File: src/rtl/mem_port_arbiter.sv
// Arbitrates one shared memory port between the IF and DM requesters.
// Optional round-robin conflict resolution is enabled by defining MEM_ARB_RR_EN.
module mem_port_arbiter #(
  parameter int unsigned ADDR_W = 32,
  parameter int unsigned DATA_W = 32
) (
  input  logic              clk,
  input  logic              rst,
  input  logic              if_req_i,
  input  logic [ADDR_W-1:0] if_addr_i,
  output logic [DATA_W-1:0] if_rdata_o,
  output logic              if_ready_o,
  input  logic              flush_i,
  input  logic              dm_req_i,
  input  logic              dm_we_i,
  input  logic [ADDR_W-1:0] dm_addr_i,
  input  logic [DATA_W-1:0] dm_wdata_i,
  output logic [DATA_W-1:0] dm_rdata_o,
  output logic              dm_ready_o,
  output logic              mem_req_o,
  output logic              mem_we_o,
  output logic [ADDR_W-1:0] mem_addr_o,
  output logic [DATA_W-1:0] mem_wdata_o,
  input  logic              mem_ack_i,
  input  logic [DATA_W-1:0] mem_rdata_i,
  output logic              stall_o,
  output logic [31:0]       stall_cnt_o
);

  localparam logic [1:0] IDLE    = 2'd0;
  localparam logic [1:0] BUSY_IF = 2'd1;
  localparam logic [1:0] BUSY_DM = 2'd2;
  localparam logic [1:0] DRAIN   = 2'd3;

  logic [1:0]        state_q, state_d;
  logic              last_grant_q, last_grant_d;  // 0: IF, 1: DM
  logic              mem_req_q, mem_req_d;
  logic              mem_we_q, mem_we_d;
  logic [ADDR_W-1:0] mem_addr_q, mem_addr_d;
  logic [DATA_W-1:0] mem_wdata_q, mem_wdata_d;
  logic              if_ready_q, if_ready_d;
  logic              dm_ready_q, dm_ready_d;
  logic [DATA_W-1:0] if_rdata_q, if_rdata_d;
  logic [DATA_W-1:0] dm_rdata_q, dm_rdata_d;
  logic [31:0]       stall_cnt_q, stall_cnt_d;

  logic if_elig;
  logic dm_elig;
  logic grant_dm;

  assign if_elig = if_req_i & ~flush_i;
  assign dm_elig = dm_req_i;

`ifdef MEM_ARB_RR_EN
  // On conflict, DM wins only if IF was granted last.
  assign grant_dm = dm_elig & (~if_elig | ~last_grant_q);
`else
  assign grant_dm = dm_elig;
`endif

  always_comb begin
    state_d      = state_q;
    last_grant_d = last_grant_q;
    mem_req_d    = mem_req_q;
    mem_we_d     = mem_we_q;
    mem_addr_d   = mem_addr_q;
    mem_wdata_d  = mem_wdata_q;
    if_rdata_d   = if_rdata_q;
    dm_rdata_d   = dm_rdata_q;
    if_ready_d   = 1'b0;
    dm_ready_d   = 1'b0;
    unique case (state_q)
      IDLE: begin
        if (grant_dm) begin
          mem_req_d    = 1'b1;
          mem_we_d     = dm_we_i;
          mem_addr_d   = dm_addr_i;
          mem_wdata_d  = dm_wdata_i;
          last_grant_d = 1'b1;
          state_d      = BUSY_DM;
        end else if (if_elig) begin
          mem_req_d    = 1'b1;
          mem_we_d     = 1'b0;
          mem_addr_d   = if_addr_i;
          last_grant_d = 1'b0;
          state_d      = BUSY_IF;
        end
      end
      BUSY_IF: begin
        if (mem_ack_i) begin
          mem_req_d = 1'b0;
          state_d   = IDLE;
          if (!flush_i) begin
            if_rdata_d = mem_rdata_i;
            if_ready_d = 1'b1;
          end
        end else if (flush_i) begin
          state_d = DRAIN;
        end
      end
      BUSY_DM: begin
        if (mem_ack_i) begin
          mem_req_d  = 1'b0;
          dm_rdata_d = mem_rdata_i;
          dm_ready_d = 1'b1;
          state_d    = IDLE;
        end
      end
      DRAIN: begin
        if (mem_ack_i) begin
          mem_req_d = 1'b0;
          state_d   = IDLE;
        end
      end
      default: state_d = IDLE;
    endcase
  end

  assign stall_o = (if_req_i & ~if_ready_q & ~flush_i) | (dm_req_i & ~dm_ready_q);

  always_comb begin
    stall_cnt_d = stall_cnt_q;
    if (stall_o && (stall_cnt_q != 32'hFFFF_FFFF)) begin
      stall_cnt_d = stall_cnt_q + 32'd1;
    end
  end

  always_ff @(posedge clk or negedge rst) begin
    if (!rst) begin
      state_q      <= IDLE;
      last_grant_q <= 1'b0;
      mem_req_q    <= 1'b0;
      mem_we_q     <= 1'b0;
      mem_addr_q   <= '0;
      mem_wdata_q  <= '0;
      if_ready_q   <= 1'b0;
      dm_ready_q   <= 1'b0;
      if_rdata_q   <= '0;
      dm_rdata_q   <= '0;
      stall_cnt_q  <= '0;
    end else begin
      state_q      <= state_d;
      last_grant_q <= last_grant_d;
      mem_req_q    <= mem_req_d;
      mem_we_q     <= mem_we_d;
      mem_addr_q   <= mem_addr_d;
      mem_wdata_q  <= mem_wdata_d;
      if_ready_q   <= if_ready_d;
      dm_ready_q   <= dm_ready_d;
      if_rdata_q   <= if_rdata_d;
      dm_rdata_q   <= dm_rdata_d;
      stall_cnt_q  <= stall_cnt_d;
    end
  end

  assign mem_req_o   = mem_req_q;
  assign mem_we_o    = mem_we_q;
  assign mem_addr_o  = mem_addr_q;
  assign mem_wdata_o = mem_wdata_q;
  assign if_ready_o  = if_ready_q;
  assign dm_ready_o  = dm_ready_q;
  assign if_rdata_o  = if_rdata_q;
  assign dm_rdata_o  = dm_rdata_q;
  assign stall_cnt_o = stall_cnt_q;

endmodule

File: config.mk
export PLATFORM = sky130hd
export DESIGN_NAME = mem_port_arbiter
export DESIGN_NICKNAME = d
export VERILOG_FILES = /design/src/rtl/mem_port_arbiter.sv
export SDC_FILE = /design/constraint.sdc
export NUM_CORES = 1
export LEC_CHECK = 0
export CELL_PAD_IN_SITES_DETAIL_PLACEMENT = 1
export CELL_PAD_IN_SITES_GLOBAL_PLACEMENT = 1
export CORE_ASPECT_RATIO = 0.9
export CORE_UTILIZATION = 30
export CTS_BUF_LIST = sky130_fd_sc_hd__clkbuf_4 sky130_fd_sc_hd__clkbuf_8
export DETAILED_ROUTE_END_ITERATION = 7
export PLACE_DENSITY_LB_ADDON = 0.15
export SYNTH_ARGS = -nofsm -noshare
export SYNTH_HDL_FRONTEND = slang
export SYNTH_SLANG_ARGS = --single-unit
export TNS_END_PERCENT = 100
File: constraint.sdc
create_clock -name clk -period 4.6 [get_ports clk]
set_input_delay 1.38 -clock clk [delete_from_list [all_inputs] [get_ports clk]]
set_output_delay 1.38 -clock clk [all_outputs]
set_load 0.02 [all_outputs]
==> run metrics, run 1 <==
CTS root buffer=clkbuf_8; Max stage delay on crit path=630 ps; Mapped Cells=595; clock sinks=166; Leak=0.004759 µW; I/O Buffers=299; Most Frequent Cell on Critical Path=clkdlybuf4s50_1; Yosys top cell area share=60.10%; # rows=52; global-route wire length before repair=33690 µm; Vias=5574; Starting Density=30.70%; Routed wire per std cell=17.61 µm; vias in the first global route=6125; CP arrival=3090 ps; post-synth cell types=39; GRT Overall Usage=18.42%; ranking of synthesized cells by area=dfrtp_1, mux2_2, nand2_1; Peak supply drop=0.2357 mV; #FFs+latches synth=166; antenna-violating nets left=0; syn_nets=731; ys async rst share=100.0%; Synth area leader=dfrtp_1; initial antenna violation count=0; Rel. slew slack=33.97%; post-layout net count=1028; TritonCTS clock tree=done; overall die area=0.02365 mm²; Ys Warns=0; power after layout=5587 µW; Final Hold Vio Count=0; Tcrit/Tclk final=97.21%; Core Footprint=0.02251 mm²; Post-CTS Setup Inserts=0; Top FF cell, synth=dfrtp_1; top cells by count, synth=dfrtp_1, nand2_1, mux2_2; worst min path class=reg -> reg; # fillers=2445; Synth Cell Area=0.006912 mm²; n_diodes=0; largest net degree at the start of global routing=73; Die Width=162.0 µm; PwrDens=525.1 mW/mm²; RSZ-0062 raised after global routing=false; clk slew on worst S/H paths=90 ps; fin crit period=4472 ps; Post-synth EDFFs=0; most frequent cell after synthesis=dfrtp_1; WS Path Type=in -> out; Inserted Clock Buffers=17; clk_skew=27.35 ps; Max Slew Vio Count=0; DR iter-0 viols=193; P&R area growth vs syn=53.95%; CP max FO=4; crit path buf inv count=2; # setup viols final=0; Worst-Margin Slew=987.0 ps; max cap viols=0; slowest CP cell=clkdlybuf4s50_1; layout cells sized above 1=13.15%; CTS max path bufs=2; sequential area share after synthesis=60.10%; Die Ht=146.0 µm; routed vias/inst=4.637; hpwl dp=15750 µm; total wire length=21160 µm; drt pass-1 iters=4; delay-heaviest family, CP=buffers and inverters; I/O Pins=300; Hold Buf Count CTS=0; nature of the critical path endpoint=output port; critical path startpoint category=primary input; setup TNS=0 ps; Mean Syn Cell Area=11.62 µm²; CP Cell Sequence=clkdlybuf4s50_1 -> or3b_1 -> nand2_1 -> clkdlybuf4s50_1; grt total ovfl=0; hold slack=480.8 ps; worst skew pair latency=470 ps; H-Tree Depth=4; # DRC=0; post-CTS sizing=0; outcome=finished, final reports clean; Peak Freq=223.6 MHz; Routability Congestion=0.8027; WP data required=3220 ps
[kinds of logic (layout without fill, tap and decap cells)]
kind of cell | after synthesis | in the layout | synth area share (%)
xor+xnor | 31 | 31 | 3.928
simple gates | 228 | 228 | 15.46
compound gates | 39 | 39 | 3.132
buf+inv | 33 | 343 | 1.973
flops | 166 | 166 | 60.10
mux | 97 | 97 | 15.22
fa+ha+maj | 1 | 1 | 0.1810
[per-layer routing]
metal	track usage, %	vias up	share of wire (%)
met5	0	-	0
met4	5.377	0	1.5
met3	6.697	19	8.7
met2	31.89	176	50
met1	21.16	2764	40
li1	-	2615	-
[through the flow]
step                      util, %  setup slack, ps  cell area (µm²)  instances
final                       47.27            128.3            10640       1202
after CTS                   47.27            91.31            10640       1202
after global routing        47.27            22.90            10640       1202
after detailed placement    45.51            92.15            10240       1170
after global placement      45.51            92.55            10240       1170
after floorplan                 -             1230             6912        595
[sequential cells by signal, summed over array words and instances, names as in the netlist]
name,flops
dm_rdata_o,32
if_rdata_o,32
mem_addr_o,32
mem_wdata_o,32
stall_cnt_o,32
state_q,2
dm_ready_o,1
if_ready_o,1
mem_req_o,1
mem_we_o,1
[final timing paths]
check,from,endpoint,slack [ps],cells after the start
max in group asynchronous,rst,stall_cnt_o[30],2820,2
hold / removal,mem_addr_o[7],mem_addr_o[7],480,2
hold reg to reg,mem_addr_o[7],mem_addr_o[7],480,2
setup / recovery,flush_i,stall_o,130,4
min in group asynchronous,rst,mem_addr_o[13],890,1
setup reg to reg,stall_cnt_o[1],stall_cnt_o[9],1970,6
[placed cells by master (no fill, tap or decap), drive strengths merged]
cell,netlist,layout
and3,3,3
nor2b,1,1
a22o,1,1
clkinvlp,0,2
nor2,12,12
a211oi,1,1
and4,5,5
bufinv,0,1
or3b,1,1
ha,1,1
xnor2,5,5
buf,8,11
mux2i,32,32
clkbuf,22,19
and2,2,2
nor4,6,6
or3,1,1
nor4b,2,2
or4,1,1
o21ai,32,32
nor3,13,13
clkdlybuf4s50,0,297
xor2,26,26
o31a,1,1
nand2b,4,4
a21oi,2,2
nand3,13,13
nand2,147,147
nor4bb,1,1
o21bai,1,1
nand4,15,15
nand3b,1,1
clkinv,0,4
inv,3,9
o41ai,1,1
mux2,65,65
dfrtp,166,166
[report_power, final]
| group | internal [µW] | switching (µW) |
|---|---|---|
| Clock | 473 | 588 |
| Combinational | 1160 | 1170 |
| Sequential | 1910 | 281 |
[area by class of cell]
cell class	instances	area (µm²)	share of cell area (%)
Sequential cell	166	4154	39.04
Timing Repair Buffer	308	3069	28.85
Multi-Input combinational cell	396	2639	24.80
Tap cell	297	371.6	3.492
Clock buffer	19	261.5	2.458
Clock inverter	13	133.9	1.258
Inverter	3	11.26	0.1058
[tightest hold or removal path, cell delays in order (launching register included)]
cell and delay, ps:
dfrtp_1 350, nand2_1 40, o21ai_0 60
(Power assumes the default switching activity.)
==> run 2: changes to the inputs <==
--- a/config.mk
+++ b/config.mk
@@ -12,6 +12,7 @@
 export CTS_BUF_LIST = sky130_fd_sc_hd__clkbuf_4 sky130_fd_sc_hd__clkbuf_8
 export DETAILED_ROUTE_END_ITERATION = 7
 export PLACE_DENSITY_LB_ADDON = 0.15
+export SETUP_SLACK_MARGIN = 0.02
 export SYNTH_ARGS = -nofsm -noshare
 export SYNTH_HDL_FRONTEND = slang
 export SYNTH_SLANG_ARGS = --single-unit
==> results of run 2 <==
The final DEF is identical to that of run 1; final timing and power are the same.
==> run 3: changes to the inputs <==
==> constraint.sdc (replaced) <==
create_clock -name clk -period 5 [get_ports clk]
set_input_delay 1.5 -clock clk [delete_from_list [all_inputs] [get_ports clk]]
set_output_delay 1.5 -clock clk [all_outputs]
set_load 0.02 [all_outputs]
==> run metrics, run 3 (synthesized netlist as in run 1, its figures left out) <==
H-Tree Depth=4 (unchanged); FF-to-FF End=stall_cnt_o[9]; Leak=0.004749 µW (-0.21%); P&R area growth vs syn=53.67%; delay-heaviest family, CP=buffers and inverters; initial antenna violation count=1 (+1); PwrDens=482.6 mW/mm² (-8.1%); Hold Buf Count CTS=0 (unchanged); post-CTS sizing=0 (unchanged); RSZ-0062 raised after global routing=false; layout cells sized above 1=13.15% (unchanged); Hold Path Sink=dm_rdata_o[27]; I/O Pins=300 (unchanged); Final Hold Vio Count=0 (unchanged); vias in the first global route=6075 (-0.82%); total wire length=21050 µm (-0.54%); nature of the critical path endpoint=output port; flop-to-flop setup slack=2360 ps (+390 ps); Peak supply drop=0.2229 mV (-5.4%); dpl cells=1170 (unchanged); fin crit period=4793 ps; WS Path Type=in -> out; worst hold path stage count=2 (unchanged); Starting Density=30.70% (unchanged); worst min path class=reg -> reg; clk_skew=14.40 ps (-12.94 ps); Worst-Margin Slew=996.7 ps (+9.762 ps); TritonCTS clock tree=done; Max Slew Vio Count=0 (unchanged); hpwl dp=15410 µm (-2.1%); CP arrival=3290 ps (+200 ps); GRT Overall Usage=18.54% (+0.13 points); CP Cell Sequence=clkdlybuf4s50_1 -> or3b_1 -> nand2_1 -> clkdlybuf4s50_1; overall die area=0.02365 mm² (unchanged); critical path startpoint=flush_i; global-route wire length before repair=34020 µm (+0.98%); post-layout net count=1028 (unchanged); Rel. slew slack=33.32% (-0.65 points); Int Pwr=3260 µW (-8.1%); Routability Congestion=0.7923 (-1.3%); clk slew on worst S/H paths=80 ps (about the same); Peak Freq=208.6 MHz; Core Footprint=0.02251 mm² (unchanged); setup TNS=0 ps (unchanged); Die Width=162.0 µm (unchanged); Die Ht=146.0 µm (unchanged); Most Frequent Cell on Critical Path=clkdlybuf4s50_1; switching share of power=36.40% (-0.14 points); largest net degree at the start of global routing=93 (+27%); worst skew pair latency=460 ps (about the same); crit path buf inv count=2 (unchanged); slowest CP cell=clkdlybuf4s50_1; cells on worst reg2reg path=6 (unchanged); Sequential Power Share=39.3% (about the same); # fillers=2434 (-0.45%); Tcrit/Tclk final=95.87%; # setup viols final=0 (unchanged); WP data required=3500 ps (+280 ps); reg2reg start=stall_cnt_o[0]; Vias=5564 (-0.18%); commonest non-fill, non-tap cell in the layout=clkdlybuf4s50_1; Clk pwr share=18.8% (-0.2 points); Comb power frac=41.9% (+0.2 points); sw power=1866 µW (-8.6%); CP max FO=4 (unchanged); max cap viols=0 (unchanged); # rows=52 (unchanged); hold path startpoint=dm_rdata_o[27]; CTS max path bufs=2 (unchanged); CTS root buffer=clkbuf_8; clock sinks=166 (unchanged); routed vias/inst=4.625 (-0.26%); most frequent cells in the layout=clkdlybuf4s50_1, dfrtp_1, nand2_1; Inserted Clock Buffers=17 (unchanged); # DRC=0 (unchanged); antenna-violating nets left=0 (unchanged); fin cells=1203 (+0.083%); Routed wire per std cell=17.50 µm (-0.63%); I/O Buffers=299 (unchanged); grt total ovfl=0 (unchanged); DR iter-0 viols=204 (+5.7%); Post-CTS Setup Inserts=0 (unchanged); critical path startpoint category=primary input; outcome=finished, final reports clean; Max stage delay on crit path=650 ps (+20 ps); drt pass-1 iters=4 (unchanged)
## run 3: changes by cell type in the layout (fill, tap and decap cells not counted)
cell	before	now
diode_2	0	1
buf_12	1	0
buf_4	8	9
clkinv_4	3	1
clkbuf_4	0	1
clkinv_2	1	2
clkinvlp_4	2	3
inv_8	2	1
## run 3: how the worst max path moves through the flow
stage / endpoint / slack (ps) / depth (start not counted)
final: stall_o / 210 / 4
after global routing: stall_o / 110 / 4
after CTS: stall_o / 190 / 4
after detailed placement: stall_o / 190 / 4
after global placement: stall_o / 210 / 4
after floorplan: stall_o / 1390 / 2
## run 3: stage by stage
stage	util (%)	setup slack (ps)	total power (µW)	cell area [µm²]	hold slack, ps
final	47.18	206.7	5125	10620	477.9
after global routing	47.18	114.0	5432	10620	498.8
after CTS	47.17	187.8	5211	10620	485.5
after detailed placement	45.45	187.8	4215	10230	461.8
after global placement	45.45	208.4	4158	10230	457.7
after floorplan	-	1390	2993	6912	496.9
## run 3: area by class of cell
| cell class | count | area (µm²) | area share, % |
|---|---|---|---|
| antenna | 1 | 2.502 | 0.02356 |
| clock buffer | 20 | 269.0 | 2.533 |
| clock inverter | 12 | 117.6 | 1.107 |
| inverter | 3 | 11.26 | 0.1060 |
| multi-input combinational | 396 | 2639 | 24.84 |
| sequential | 166 | 4154 | 39.11 |
| tap | 297 | 371.6 | 3.499 |
| timing repair buffer | 308 | 3057 | 28.78 |
## run 3: power by group through the flow
stage                     Combinational [µW]  Sequential (µW)  Clock (µW)
after floorplan                          458             2540           0
after global placement                  2140             2020           0
after detailed placement                2170             2040           0
after CTS                               2180             2020        1010
after global routing                    2290             2080        1060
final                                   2150             2010         966
## run 3: worst reg2reg max path: stages, from the launching register on
cell     delay (ps)
dfrtp_1         510
ha_1            280
nand2_1         120
or3_4           440
nor4_4          820
nor2_1          150
xor2_1          190
## run 3: per-layer routing
layer / global-route usage, % / up-vias / part of all wire [%]
li1: - / 2621 / -
met1: 21.80 / 2726 / 40
met2: 30.58 / 194 / 49
met3: 7.153 / 23 / 9.2
met4: 6.792 / 0 / 2.0
met5: 0 / - / 0
==> patch: new RTL, config.mk and constraints of run 1 <==
Change the parameter `ADDR_W` from 32 to 48.
--- a/src/rtl/mem_port_arbiter.sv
+++ b/src/rtl/mem_port_arbiter.sv
@@ -2,5 +2,5 @@
 // Optional round-robin conflict resolution is enabled by defining MEM_ARB_RR_EN.
 module mem_port_arbiter #(
-  parameter int unsigned ADDR_W = 32,
+  parameter int unsigned ADDR_W = 48,
   parameter int unsigned DATA_W = 32
 ) (
Ports: changed (resized dm_addr_i, if_addr_i and mem_addr_o); port bits go from 300 to 348. No check against the original RTL was run, so the function may have changed too.
==> patch against run 1 <==
  * Core utilization rose by 1.2 points
  * Wire length grew 11%
  * Clock skew down 12 ps
  * Critical endpoint unchanged
  * Combinational power rose by 13%
  * Synthesized area up 8.7%
  * Sequential share of layout area is 0.48 points lower
  * Synthesized cell count rose by 8.7%
  * Sequential power increased by 10%
  * Total power up 10%
  * Sequential cell count increased by 16
  * Cell area grew 11%
  * Worst setup slack better by 65 ps
  * Highest routed layer unchanged
==> patch: results (changes against run 1) <==
* Status: finished clean
* Share of layout cells above drive strength 1 at 0.119 (-0.0121)
* Slowest-stage cell, CP: clkdlybuf4s50_1
* Maximum clock path buffer count at 2 (unchanged)
* CTS H-tree lvls at 4 (unchanged)
* Max Slew Vio Count at 0 (unchanged)
* Hold WC Path Type: flip-flop to flip-flop
* Ys async rst share at 1.00 (unchanged)
* Largest register FFs at 48
* Crit path max-delay family: buffers and inverters
* Initial DRC count at 238 (+23%)
* Vias in the first global route at 6652 (+8.6%)
* Largest net degree at the start of global routing at 92 (+26%)
* Vias after detailed routing at 6075 (+9.0%)
* CP Class: primary input to output pin
* Post_cts resized at 0 (unchanged)
* Pre-CTS WS at 115 ps (+22.9 ps)
* Drt wl/cell at 17.6 um (-0.16%)
* Distinct cells, synth at 35 (-10%)
* Fin nets at 1160 (+13%)
* Number of warnings issued by yosys at 0 (unchanged)
* Post-CTS Setup Repair Bufs at 0 (unchanged)
* First-pass GRT wire length at 37800 um (+12%)
* Syn_nets at 815 (+11%)
* Port-buffer cells at 347 (+16%)
* Clock slew at reported path FFs at 90 ps (about the same)
* Worst-Skew Late Latency at 460 ps
* Sequential share of the synthesized area at 0.606 (+0.00495)
* Top cells by area, synth: dfrtp_1 61%, mux2_2 9.6%, nand2_1 7.9%
* Fillers at 2654 (+8.5%)
* LEAKAGE at 5.23 nW (+9.9%)
* Maximum vdd drop at 0.000267 V (+13%)
* Setup Skew at 15.8 ps (-11.5 ps)
* Post-synth top cells: 182 x dfrtp_1, 159 x nand2_1, 64 x mux2_2, 49 x o21ai_0, 48 x mux2i_1
* Tot GR Track Use at 0.190 (+0.00564)
* Final GP Congestion at 0.752 (-6.4%)
* CTS buffer count at 17 (unchanged)
* CP max FO at 2 (-2)
* Largest stage delay, worst path at 670 ps (+40 ps)
* Initial antenna violation count at 1 (+1)
* DP HPWL at 17400 um (+10%)
* Drt pass-1 iters at 4 (unchanged)
* CTS Root Cell: clkbuf_8
* Worst relative slew slack at 0.237 (-0.103)
[patch: area by class of cell]
type / instances / area share
tap: 336 / 0.0356
timing repair buffer: 358 / 0.303
multi-input combinational: 424 / 0.239
clock inverter: 13 / 0.0112
antenna: 1 / 0.000212
clock buffer: 19 / 0.0221
inverter: 9 / 0.00286
sequential: 182 / 0.386
[patch: logic make-up (layout without fill, tap and decap cells)]
family	after synthesis	after routing	share of synthesized area
and+or+nand+nor	223	223	0.135
DFF	182	182	0.606
muxes	112	112	0.160
AOI/OAI and AO/OA	57	57	0.0396
buffers and inverters	41	399	0.0220
xor gates and xnor gates	31	31	0.0361
adders and majority gates	1	1	0.00166
other	0	1	0
[patch: final timing paths]
kind,slack [ps],startpoint,depth (start not counted),endpoint
worst max-delay path,190,if_req_i,4,stall_o
worst min-delay path,480,dm_rdata_o[28],2,dm_rdata_o[28]
worst max register to register,1560,stall_cnt_o[0],6,stall_cnt_o[25]
worst min register to register,480,dm_rdata_o[28],2,dm_rdata_o[28]
max in group asynchronous,2850,rst,2,stall_cnt_o[27]
min in group asynchronous,860,rst,1,if_rdata_o[9]
[patch: metrics by stage]
step	hold slack (ps)	util	cell area, um^2	cells	power, W
3_3_place_gp	456	0.468	11400	1309	0.00506
6_report	480	0.484	11800	1342	0.00615
2_1_floorplan	558	-	7520	647	0.00361
4_1_cts	488	0.484	11800	1341	0.00625
3_5_place_dp	464	0.468	11400	1309	0.00512
5_1_grt	506	0.484	11800	1342	0.00651
[patch: worst reg2reg max path: stages (launching register included)]
cell and delay [ps]:
dfrtp_1 450, ha_1 220, nand4_1 320, or4_1 610, o21ai_2 910, nor4_1 200
xor2_1 190
[patch: power by group]
group / leakage [nW] / switching (W) / internal, W / total, W
Combinational: 2.78 / 0.00133 / 0.00131 / 0.00264
Sequential: 2.25 / 0.000299 / 0.00211 / 0.00241
Clock: 0.199 / 0.000669 / 0.000433 / 0.00110
Total: 5.23 / 0.00230 / 0.00385 / 0.00615
[patch: layer usage]
layer / routed length (um) / global-route usage / vias up
li1: - / - / 2881
met1: 9490 / 0.223 / 2963
met2: 11500 / 0.322 / 206
met3: 2170 / 0.0714 / 25
met4: 411 / 0.0541 / 0
met5: 0 / 0 / -
